## src/rtl/popcount_accum_ctrl.sv

```systemverilog
// Job sequencer around a shared 32-bit popcount datapath: streams num_words
// words through the counter, accumulates the per-word counts, returns the total.

module popcount_int32 (
  input  logic [31:0] data,
  output logic [5:0]  count
);

  // Two-level adder tree: nibble counts, then a sum of the eight nibble counts.
  logic [2:0] nib [8];

  always_comb begin
    for (int n = 0; n < 8; n++) begin
      nib[n] = 3'(data[4*n]) + 3'(data[4*n+1]) + 3'(data[4*n+2]) + 3'(data[4*n+3]);
    end
    count = 6'(nib[0]) + 6'(nib[1]) + 6'(nib[2]) + 6'(nib[3])
          + 6'(nib[4]) + 6'(nib[5]) + 6'(nib[6]) + 6'(nib[7]);
  end

endmodule

module popcount_accum_ctrl #(
  parameter int unsigned WIDTH = 32,
  parameter int unsigned CNT_W = 16
) (
  input  logic                 clk,
  input  logic                 rst,
  input  logic                 start,
  input  logic [CNT_W-1:0]     num_words,
  output logic                 busy,
  input  logic                 in_valid,
  input  logic [WIDTH-1:0]     in_data,
  output logic                 in_ready,
  output logic                 res_valid,
  input  logic                 res_ready,
  output logic [CNT_W+6-1:0]   res_sum
);

  localparam int unsigned ACC_W = CNT_W + 6;
  localparam int unsigned PC_W  = 6;

  typedef enum logic [1:0] {
    IDLE  = 2'd0,
    RUN   = 2'd1,
    DRAIN = 2'd2,
    DONE  = 2'd3
  } state_t;

  state_t             state_q;
  state_t             state_d;
  logic [CNT_W-1:0]   remaining_q;
  logic [ACC_W-1:0]   acc_q;
  logic [PC_W-1:0]    pcnt_q;
  logic               pcnt_vld_q;
  logic               busy_q;
  logic               in_ready_q;
  logic               res_valid_q;

  logic [PC_W-1:0]    pcnt_c;
  logic               job_start_c;
  logic               word_accept_c;

  popcount_int32 u_popcount (
    .data  (in_data),
    .count (pcnt_c)
  );

  // Handshake qualifiers use the registered state only, never the outputs.
  assign job_start_c   = (state_q == IDLE) && start;
  assign word_accept_c = (state_q == RUN) && in_valid;

  // State register.
  always_ff @(posedge clk or posedge rst) begin
    if (rst) begin
      state_q <= IDLE;
    end else begin
      state_q <= state_d;
    end
  end

  // Next-state logic.
  always_comb begin
    state_d = state_q;
    unique case (state_q)
      IDLE: begin
        if (start) begin
          state_d = (num_words == '0) ? DONE : RUN;
        end
      end
      RUN: begin
        if (in_valid && (remaining_q == CNT_W'(1))) begin
          state_d = DRAIN;
        end
      end
      DRAIN: begin
        state_d = DONE;
      end
      DONE: begin
        if (res_ready) begin
          state_d = IDLE;
        end
      end
      default: begin
        state_d = IDLE;
      end
    endcase
  end

  // Status flags are registered copies of the next-state decode, so each one
  // tracks the state register exactly while coming straight off a flop.
  always_ff @(posedge clk or posedge rst) begin
    if (rst) begin
      busy_q      <= 1'b0;
      in_ready_q  <= 1'b0;
      res_valid_q <= 1'b0;
    end else begin
      busy_q      <= (state_d != IDLE);
      in_ready_q  <= (state_d == RUN);
      res_valid_q <= (state_d == DONE);
    end
  end

  // Word counter and per-word popcount pipeline stage.
  always_ff @(posedge clk or posedge rst) begin
    if (rst) begin
      remaining_q <= '0;
      pcnt_q      <= '0;
      pcnt_vld_q  <= 1'b0;
    end else begin
      pcnt_vld_q <= word_accept_c;
      if (job_start_c) begin
        remaining_q <= num_words;
      end else if (word_accept_c) begin
        remaining_q <= remaining_q - CNT_W'(1);
      end
      if (word_accept_c) begin
        pcnt_q <= pcnt_c;
      end
    end
  end

  // Accumulator: cleared by a new job, otherwise folds in each staged count.
  always_ff @(posedge clk or posedge rst) begin
    if (rst) begin
      acc_q <= '0;
    end else if (job_start_c) begin
      acc_q <= '0;
    end else if (pcnt_vld_q) begin
      acc_q <= acc_q + ACC_W'(pcnt_q);
    end
  end

  assign busy      = busy_q;
  assign in_ready  = in_ready_q;
  assign res_valid = res_valid_q;
  assign res_sum   = acc_q;

endmodule

```

## config.mk

```make
export PLATFORM = sky130hd
export DESIGN_NAME = popcount_accum_ctrl
export DESIGN_NICKNAME = d
export VERILOG_FILES = /design/src/rtl/popcount_accum_ctrl.sv
export SDC_FILE = /design/constraint.sdc
export NUM_CORES = 1
export LEC_CHECK = 0
export CORE_MARGIN = 1
export CORE_UTILIZATION = 56
export DETAILED_ROUTE_END_ITERATION = 10
export PLACE_DENSITY = 0.82
export SLEW_MARGIN = 20
export SYNTH_ARGS = -nofsm -noshare
export SYNTH_HDL_FRONTEND = slang
export SYNTH_SLANG_ARGS = --single-unit
```

## constraint.sdc

```tcl
create_clock -name clk -period 4.2 [get_ports clk]
set_input_delay 0.84 -clock clk [delete_from_list [all_inputs] [get_ports clk]]
set_output_delay 0.84 -clock clk [all_outputs]
set_load 0.05 [all_outputs]
```

==> results of run 1 <==
[logic make-up (layout without fill, tap and decap cells)]
group	Yosys count	in the layout	share of synthesized area, %
compound gates	67	67	12.1
xor+xnor	20	20	4.65
fa+ha+maj	60	60	24.5
buf+inv	78	159	7.81
flops	50	50	33.2
mux	6	6	1.63
simple gates	120	120	16.1
[cells in the mapped netlist, types with 3 or more instances]
master / instances / area (sq um)
inv_1: 65 / 244
dfrtp_1: 50 / 1250
ha_1: 37 / 463
nand2_1: 35 / 131
nor2_1: 28 / 105
fa_1: 23 / 460
o21ai_0: 16 / 80.1
xor2_1: 15 / 131
o211ai_1: 11 / 82.6
a21oi_1: 10 / 50.1
nor3_1: 10 / 50.1
a21o_1: 9 / 67.6
nand3_1: 9 / 45.0
clkbuf_1: 8 / 30.0
nand4_1: 7 / 43.8
mux2i_1: 5 / 50.1
xnor2_1: 5 / 43.8
a211oi_1: 4 / 30.0
and3_1: 4 / 25.0
nand2b_1: 4 / 25.0
nor4_1: 4 / 25.0
o2111ai_1: 4 / 35.0
o311ai_0: 4 / 35.0
or3_1: 4 / 25.0
buf_1: 3 / 11.3
nand3b_1: 3 / 22.5
or4_1: 3 / 22.5
[power by group through the flow]
stage	logic, W	clock network (W)	registers, W
after global placement	0.00207	0	0.000843
after detailed placement	0.00221	0	0.000858
after CTS	0.00229	0.000277	0.000849
after global routing	0.00262	0.000293	0.000877
final	0.00238	0.000272	0.000854
after floorplan	0.00126	0	0.00109
[metal layers]
| metal | up-vias | wire length (microns) |
|---|---|---|
| li1 | 1526 | - |
| met4 | 0 | 214 |
| met3 | 22 | 383 |
| met5 | - | 0 |
| met1 | 1525 | 3400 |
| met2 | 126 | 4340 |
[stage by stage]
| step | worst slack [ns] | cell area (sq um) | hold WS, ns |
|---|---|---|---|
| floorplan | -1.11 | 3810 | 0.440 |
| CTS | -1.20 | 4790 | 0.501 |
| finish | -1.08 | 4810 | 0.500 |
| global route | -1.21 | 4810 | 0.537 |
| detailed placement | -1.76 | 4700 | 0.479 |
| global placement | -1.65 | 4700 | 0.468 |
[repair_timing]
action                                  CTS  global route
endpoints found under the setup margin    5             5
setup buffers                             0             1
resized for setup                        29             4
pin swaps                                16             4
[worst min-delay path by stage]
stage	start	to	slack [ns]
2_1_floorplan	remaining_q[12]$_DFFE_PP0P_	remaining_q[12]$_DFFE_PP0P_	0.44
3_3_place_gp	remaining_q[12]$_DFFE_PP0P_	remaining_q[12]$_DFFE_PP0P_	0.47
3_5_place_dp	pcnt_q[2]$_DFFE_PP0P_	pcnt_q[2]$_DFFE_PP0P_	0.48
4_1_cts	pcnt_q[2]$_DFFE_PP0P_	pcnt_q[2]$_DFFE_PP0P_	0.50
5_1_grt	remaining_q[12]$_DFFE_PP0P_	remaining_q[12]$_DFFE_PP0P_	0.54
6_report	pcnt_q[2]$_DFFE_PP0P_	pcnt_q[2]$_DFFE_PP0P_	0.50
[layout make-up]
type	count	area (sq um)
Inverter	66	249
Timing Repair Buffer	86	842
Tap cell	77	96.3
Multi-Input combinational cell	273	2290
Clock buffer	6	72.6
Sequential cell	50	1250
Fill cell	473	1610
Clock inverter	1	7.51
[worst max-delay path: cells and delay by family]
kind / cells / cell delay, ns
AO/OA/AOI/OAI: 3 / 0.41
adder cells (fa/ha/maj): 9 / 3.59
XOR/XNOR: 2 / 0.30
buffers and inverters: 6 / 0.33
[flip-flops by register name, indices dropped and copies added, names as in the netlist]
register,count
busy,1
in_ready,1
pcnt_q,6
pcnt_vld_q,1
remaining_q,16
res_sum,22
res_valid,1
state_q,2
==> out/results.ini, run 1 <==
[grt]
global_route.usage.met3_pct = 3.46
grt_overflow = 0
busiest_layer = met2
use_met1_pct = 29.8
grt_pass1_wl_mm = 14.3
antenna_found_initial = 0
grt_max_degree = 51
grt_pass1_vias = 3288
track_usage_pct = 25.3
use_met2_pct = 46.7

[detailed_routing]
drc = 12
final_antenna_net_count = 0
vias = 3199
vias_per_cell = 5.72
first_iter_violations = 245
routedWlPerCell_microns = 14.9
routed_wl_mm = 8.34
drt-pass1-iter-count = 8

[power]
irDropWorstVdd_mv = 0.451
p_per_area_mw_per_mm2 = 730
power_frac_comb_pct = 67.9
power_frac_clock_pct = 7.7
swShare_pct = 46.3
internal-power_w = 0.00188
power.total_w = 0.00351
switchingPower_w = 0.00163
leakage_nw = 2.32
seqPwrFrac_pct = 24.3

[synth]
async_flop_share_pct = 100
syn-cell-area_sq_mm = 0.00376
synth.distinct_cells = 46
yosysWarnings = 0
ys_seq_area_share_pct = 33.2
syn_avg_cell_area_sq_um = 9.39
yosys_register_bits = 50
synth_edf_count = 0
synth_fp_nets = 514
syn_inst = 401
synth_flop_cell = dfrtp_1

[sta]
min_period_ns = 5.28
rsz0062_at_grt = yes
fmax_mhz = 189
fin_crit_sh_pct = 126
slew_headroom_pct = 42.8
fin_skew_ns = 0.00411
tns_ns = -4.20
tightest_slew_ns = 0.857
finalHoldViolCount = 0
drv_slew = 0
setup_viol = 5
finalWorstSetupSlack_ns = -1.08

[setup_path]
regToRegSetupSlack_ns = 1.45
critPathSlowestCell = fa_1
path_common_cell = fa_1
crit_required_ns = 4.40
rr_endpoint = remaining_q[13]$_DFFE_PP0P_
critPathLaunch = in_data[4]
reg2reg_depth = 5
arrival_ns = 5.48
path_max_fanout = 2
cp-start-kind = input pin
slowest_delay_ns = 0.52
crit_chain = buf_6 > ha_4 > inv_2 > fa_1 > inv_1 > ha_2 > inv_2 > fa_2 > xnor2_2 > fa_1 > inv_2 > fa_1 > inv_1 > fa_1 > fa_2 > fa_2 > a21o_1 > a21oi_2 > xor2_1 > o21ai_1
r2r-start = remaining_q[2]$_DFFE_PP0P_
endpoint_kind = flop
critical_path_class = in -> reg
crit_end = pcnt_q[5]$_DFFE_PP0P_

[layout]
final_common_cell = clkdlybuf4s50_1
layout-drive-gt1-share_pct = 9.34
areaGrowthSynthToFinish_pct = 27.9
layout_common_cells = clkdlybuf4s50_1 (69), inv_1 (56), dfrtp_1 (50)
num_antenna_cells = 0
fin_nets = 595
fin_util_pct = 74.9
layoutNonFillerInstCount = 559

[outcome]
violations = DRC, setup timing
status = finished with violations

[floorplanning]
die_h_microns = 84.0
num_rows = 29
start_util_pct = 58.6
dieArea_sq_mm = 0.00705
io_pins = 78
die_w_microns = 84.0
core_area_sq_mm = 0.00642

[worst_hold_path]
hold_depth = 2
hold_class = reg -> reg

[flow_run]
maxCapViolCount = 0

[placement]
place_congestion = 0.832
place_inst = 551
dp_hpwl_mm = 6.54
portBuffers = 77

[clock_network]
cts-root-buf = clkbuf_8
cts_hold_buf = 0
clockBufferDepth = 2
clk_pin_slew_ns = 0.09
h-tree-depth = 2
cts_tree = done
cts_made_buffers = 5
cts.sink_count = 50
insertion_delay_ns = 0.30

No activity file was read; power rests on OpenSTA's default activity.
==> inputs of run 2 (changes only) <==
--- a/config.mk
+++ b/config.mk
@@ -5,8 +5,10 @@
 export SDC_FILE = /design/constraint.sdc
 export NUM_CORES = 1
 export LEC_CHECK = 0
+export CORE_ASPECT_RATIO = 0.9
 export CORE_MARGIN = 1
 export CORE_UTILIZATION = 56
+export CTS_CLUSTER_SIZE = 28
 export DETAILED_ROUTE_END_ITERATION = 10
 export PLACE_DENSITY = 0.82
 export SLEW_MARGIN = 20
==> out/results.ini, run 2 (synthesized netlist as in run 1, its figures left out) <==
[outcome]
status = finished with violations
violations = setup timing

[layout]
fin_nets = 596  ; +0.17%
layout_common_cells = clkdlybuf4s50_1 (69), inv_1 (53), dfrtp_1 (50)
regArea_sq_mm = 0.00125  ; unchanged
largest_register_ffs = 22  ; unchanged
num_antenna_cells = 0  ; unchanged
fin_area_sq_mm = 0.00489  ; +1.7%
areaGrowthSynthToFinish_pct = 30.0
nFillCells = 449  ; -5.1%
final_common_cell = clkdlybuf4s50_1
layoutNonFillerInstCount = 571  ; +2.1%
layout-drive-gt1-share_pct = 10.7  ; +1.4 points
multi_input_area_sq_mm = 0.00233  ; +1.4%

[clock_network]
cts-root-buf = clkbuf_8
cts_tree = done
cts.sink_count = 50  ; unchanged
clk_pin_slew_ns = 0.09  ; about the same
cts_made_buffers = 5  ; unchanged
h-tree-depth = 2  ; unchanged
insertion_delay_ns = 0.30  ; about the same
clockBufferDepth = 2  ; unchanged

[setup_path]
crit_required_ns = 4.39  ; about the same
path_max_fanout = 2  ; unchanged
critPathLaunch = in_data[1]
reg2reg_depth = 5  ; unchanged
cp-start-kind = input pin
critical_path_class = in -> reg
endpoint_kind = flop
arrival_ns = 5.49  ; about the same
r2r-start = remaining_q[2]$_DFFE_PP0P_

[floorplanning]
io_pins = 78  ; unchanged
num_rows = 27  ; -6.9%
dieArea_sq_mm = 0.00705  ; about the same
die_w_microns = 88.4  ; +5.3%
die_h_microns = 79.8  ; -5.0%
start_util_pct = 59.6  ; +0.97 points
core_area_sq_mm = 0.00632  ; -1.6%

[grt]
grt_overflow = 0  ; unchanged
grt_max_degree = 51  ; unchanged
antenna_found_initial = 0  ; unchanged
track_usage_pct = 25.3  ; about the same
grt_pass1_wl_mm = 13.8  ; -3.4%
grt_pass1_vias = 3126  ; -4.9%

[sta]
rsz0062_at_grt = yes
fin_crit_sh_pct = 126  ; +0.25 points
min_period_ns = 5.29  ; +0.0105 ns
tightest_slew_ns = 0.858  ; +0.00124 ns
hold_slack_ns = 0.501  ; +0.0000700 ns
slew_headroom_pct = 42.7  ; -0.082 points
tns_ns = -4.18  ; +0.0214 ns
finalHoldViolCount = 0  ; unchanged
fmax_mhz = 189  ; -0.20%
fin_skew_ns = 0.0117  ; +0.00757 ns
finalWorstSetupSlack_ns = -1.09  ; -0.0105 ns
drv_slew = 0  ; unchanged
setup_viol = 5  ; unchanged

[flow_run]
maxCapViolCount = 0  ; unchanged

[worst_hold_path]
hold_class = reg -> reg
worstHoldStart = pcnt_q[0]$_DFFE_PP0P_
hold_depth = 2  ; unchanged

[detailed_routing]
routed_wl_mm = 8.42  ; +1.0%
first_iter_violations = 102  ; -58%
routedWlPerCell_microns = 14.7  ; -1.1%
final_antenna_net_count = 0  ; unchanged
vias = 3157  ; -1.3%
vias_per_cell = 5.53  ; -3.4%
drt-pass1-iter-count = 4  ; -4
drc = 0  ; -12

[placement]
dp_hpwl_mm = 6.43  ; -1.7%
portBuffers = 77  ; unchanged
place_area_sq_mm = 0.00471  ; +0.27%
place_congestion = 0.844  ; +1.5%
place_inst = 561  ; +1.8%

[power]
swShare_pct = 45.7  ; -0.62 points
power.total_w = 0.00369  ; +5.1%
p_per_area_mw_per_mm2 = 754  ; +3.4%
irDropWorstVdd_mv = 0.596  ; +32%
internal-power_w = 0.00200  ; +6.3%
power_frac_comb_pct = 67.8  ; about the same
power_frac_clock_pct = 9.1  ; +1.4 points
seqPwrFrac_pct = 23.1  ; -1.2 points
switchingPower_w = 0.00169  ; +3.7%
leakage_nw = 2.34  ; +1.0%

==> run 2: cell types whose count changed in the layout (fill, tap and decap cells not counted), moves of 2 or more <==
cell,previous run,this run
ha_4,3,6
inv_2,8,11
clkinv_2,1,3
ha_1,33,31
inv_1,56,53
==> run 2: path summary, 6_finish.rpt <==
| kind | end | slack (ns) |
|---|---|---|
| max in group asynchronous | res_sum[3]$_DFFE_PP0P_ | 2.69 |
| min in group asynchronous | state_q[0]$_DFF_PP0_ | 1.00 |
| max reg2reg | remaining_q[13]$_DFFE_PP0P_ | 1.42 |
| min reg2reg | pcnt_q[0]$_DFFE_PP0P_ | 0.50 |
| max | pcnt_q[4]$_DFFE_PP0P_ | -1.09 |
| min | pcnt_q[0]$_DFFE_PP0P_ | 0.50 |
==> run 2: cell type report <==
| type | instances | share of cell area [%] |
|---|---|---|
| flip-flops and latches | 50 | 25.6 |
| inverters | 66 | 5.09 |
| clock inverters | 3 | 0.818 |
| multi-input cells | 273 | 47.5 |
| clock buffers | 5 | 1.41 |
| repair buffers | 87 | 17.4 |
| well taps | 87 | 2.22 |
==> run 2: stage by stage <==
step	util [%]	worst slack [ns]
final	77.5	-1.09
after global routing	77.5	-1.20
after CTS	76.8	-1.23
after detailed placement	74.6	-1.76
after global placement	74.6	-1.64
after floorplan	-	-1.11
==> run 2: routing by layer <==
metal | track usage [%] | vias up | share of wire (%)
met1 | 34.7 | 1539 | 46
li1 | - | 1529 | -
met3 | 4.34 | 6 | 4.1
met4 | 3.71 | 0 | 0.57
met2 | 42.8 | 83 | 50
met5 | 0 | - | 0
==> run 2: timing repair <==
action	CTS	global route
resized for setup	29	10
endpoints found under the setup margin	5	5
hold buffers	0	0
pin swaps	21	18
setup buffers	2	0
==> run 2: critical path, cell delays in order <==
cell	delay [ns]
buf_6	0.09
ha_4	0.25
inv_2	0.03
fa_1	0.46
inv_2	0.09
ha_4	0.13
inv_2	0.03
fa_2	0.36
xnor2_2	0.14
fa_1	0.50
inv_2	0.04
fa_1	0.52
inv_2	0.04
fa_1	0.52
fa_1	0.46
buf_6	0.15
ha_4	0.20
a21o_1	0.18
a21oi_2	0.15
xor2_1	0.19
o21ai_1	0.09
==> run 2: power by group through the flow <==
stage,logic [W],clock network [W],registers (W)
floorplan,0.00126,0,0.00109
global placement,0.00209,0,0.000849
detailed placement,0.00219,0,0.000852
CTS,0.00242,0.000337,0.000847
global route,0.00273,0.000362,0.000877
finish,0.00250,0.000335,0.000852
==> inputs of run 3 (changes only) <==
--- a/config.mk
+++ b/config.mk
@@ -5,8 +5,9 @@
 export SDC_FILE = /design/constraint.sdc
 export NUM_CORES = 1
 export LEC_CHECK = 0
+export CAP_MARGIN = 20
 export CORE_ASPECT_RATIO = 0.9
-export CORE_MARGIN = 1
+export CORE_MARGIN = 4
 export CORE_UTILIZATION = 56
 export CTS_CLUSTER_SIZE = 28
 export DETAILED_ROUTE_END_ITERATION = 10
==> out/results.ini, run 3 (synthesized netlist as in run 1, its figures left out) <==
[power]
power.total_w = 0.00364  ; -1.5%
leakage_nw = 2.32  ; -0.60%
p_per_area_mw_per_mm2 = 745  ; -1.1%
irDropWorstVdd_mv = 0.546  ; -8.4%

[setup_path]
critPathLaunch = in_data[4]
cp-start-kind = input pin
crit_end = pcnt_q[5]$_DFFE_PP0P_
rr_endpoint = remaining_q[13]$_DFFE_PP0P_
reg2reg_depth = 5  ; unchanged
path_max_fanout = 2  ; unchanged
arrival_ns = 5.48  ; about the same
r2r-start = remaining_q[2]$_DFFE_PP0P_
endpoint_kind = flop
crit_required_ns = 4.40  ; about the same
critical_path_class = in -> reg
regToRegSetupSlack_ns = 1.47  ; +0.05 ns

[layout]
areaGrowthSynthToFinish_pct = 29.6
final_common_cell = clkdlybuf4s50_1
layout_common_cells = clkdlybuf4s50_1 (69), inv_1 (58), dfrtp_1 (50)
nFillCells = 462  ; +2.9%
num_antenna_cells = 0  ; unchanged
fin_area_sq_mm = 0.00488  ; -0.33%
fin_nets = 594  ; -0.34%
layout-drive-gt1-share_pct = 9.75  ; -0.99 points
largest_register_ffs = 22  ; unchanged

[sta]
drv_slew = 0  ; unchanged
min_period_ns = 5.28  ; -0.0173 ns
hold_slack_ns = 0.494  ; -0.00704 ns
rsz0062_at_grt = yes
tns_ns = -4.04  ; +0.144 ns
setup_viol = 5  ; unchanged
fin_skew_ns = 0.00520  ; -0.00648 ns
finalHoldViolCount = 0  ; unchanged
tightest_slew_ns = 0.858  ; -0.0000252 ns
fin_crit_sh_pct = 126  ; -0.41 points
fmax_mhz = 189  ; +0.33%
slew_headroom_pct = 42.7  ; about the same
finalWorstSetupSlack_ns = -1.08  ; +0.0173 ns

[floorplanning]
num_rows = 28  ; +3.7%
core_area_sq_mm = 0.00655  ; +3.7%
die_h_microns = 85.8  ; +7.5%
dieArea_sq_mm = 0.00810  ; +15%
die_w_microns = 94.4  ; +6.8%
start_util_pct = 57.4  ; -2.1 points
io_pins = 78  ; unchanged

[detailed_routing]
drt-pass1-iter-count = 4  ; unchanged
final_antenna_net_count = 0  ; unchanged
drc = 0  ; unchanged
vias_per_cell = 5.54  ; +0.27%
routedWlPerCell_microns = 15.1  ; +2.6%
vias = 3171  ; +0.44%
first_iter_violations = 178  ; +75%
routed_wl_mm = 8.65  ; +2.8%

[grt]
antenna_found_initial = 0  ; unchanged
track_usage_pct = 22.6  ; -2.7 points
grt_max_degree = 51  ; unchanged
grt_overflow = 0  ; unchanged
grt_pass1_wl_mm = 14.6  ; +5.6%
grt_pass1_vias = 3254  ; +4.1%

[outcome]
status = finished with violations
violations = setup timing

[clock_network]
cts_tree = done
cts_hold_buf = 0  ; unchanged
cts_made_buffers = 5  ; unchanged
h-tree-depth = 2  ; unchanged
cts.sink_count = 50  ; unchanged
cts-root-buf = clkbuf_8
insertion_delay_ns = 0.31  ; about the same
clockBufferDepth = 2  ; unchanged
clk_pin_slew_ns = 0.10  ; about the same
post_cts_buffers = 0  ; -2

[placement]
portBuffers = 77  ; unchanged
place_congestion = 0.815  ; -3.5%
dp_slack_ns = -1.81  ; -0.0513 ns
dp_hpwl_mm = 6.82  ; +6.2%
place_area_sq_mm = 0.00472  ; about the same

[flow_run]
maxCapViolCount = 0  ; unchanged

[worst_hold_path]
hold_class = reg -> reg

run 3: power by group:
part           switching [W]  internal (W)
combinational        0.00132       0.00111
clock               0.000176      0.000182
sequential          0.000189      0.000663
run 3: metal layers:
metal	GRT usage, %	wire, microns	up-vias
met4	7.22	174	0
met2	38.3	4300	109
li1	-	-	1523
met3	3.95	542	17
met5	0	0	-
met1	29.6	3640	1522
run 3: repair_timing:
action,in CTS,in global routing
resized for setup,27,5
pin swaps,16,11
endpoints found under the setup margin,5,5
run 3: final cells by class:
type	count	area (sq um)	share of cell area, %
well taps	90	113	2.31
flip-flops and latches	50	1250	25.7
repair buffers	85	831	17.0
clock buffers	5	68.8	1.41
clock inverters	3	48.8	1.00
multi-input cells	273	2320	47.5
inverters	66	249	5.11
run 3: critical path, cell delays in order:
cell     delay [ns]
buf_6          0.10
ha_4           0.25
inv_2          0.03
fa_1           0.44
inv_1          0.08
ha_2           0.19
inv_2          0.04
fa_2           0.38
xnor2_2        0.15
fa_1           0.51
inv_2          0.05
fa_1           0.48
inv_1          0.05
fa_1           0.52
fa_2           0.48
fa_2           0.36
a21o_1         0.17
a21oi_2        0.13
xor2_1         0.15
o21ai_1        0.08
run 3: how the worst min path moves through the flow:
| stage | endpoint | startpoint | depth (start not counted) | slack (ns) |
|---|---|---|---|---|
| 2_1_floorplan | remaining_q[12]$_DFFE_PP0P_ | remaining_q[12]$_DFFE_PP0P_ | 1 | 0.44 |
| 3_3_place_gp | remaining_q[12]$_DFFE_PP0P_ | remaining_q[12]$_DFFE_PP0P_ | 1 | 0.46 |
| 3_5_place_dp | remaining_q[12]$_DFFE_PP0P_ | remaining_q[12]$_DFFE_PP0P_ | 1 | 0.47 |
| 4_1_cts | remaining_q[12]$_DFFE_PP0P_ | remaining_q[12]$_DFFE_PP0P_ | 1 | 0.49 |
| 5_1_grt | remaining_q[12]$_DFFE_PP0P_ | remaining_q[12]$_DFFE_PP0P_ | 1 | 0.52 |
| 6_report | remaining_q[12]$_DFFE_PP0P_ | remaining_q[12]$_DFFE_PP0P_ | 1 | 0.49 |
run 3: stage by stage:
stage	utilization, %	std cells
5_1_grt	74.4	572
4_1_cts	74.0	572
3_5_place_dp	72.0	564
6_report	74.4	572
2_1_floorplan	-	401
3_3_place_gp	72.0	564
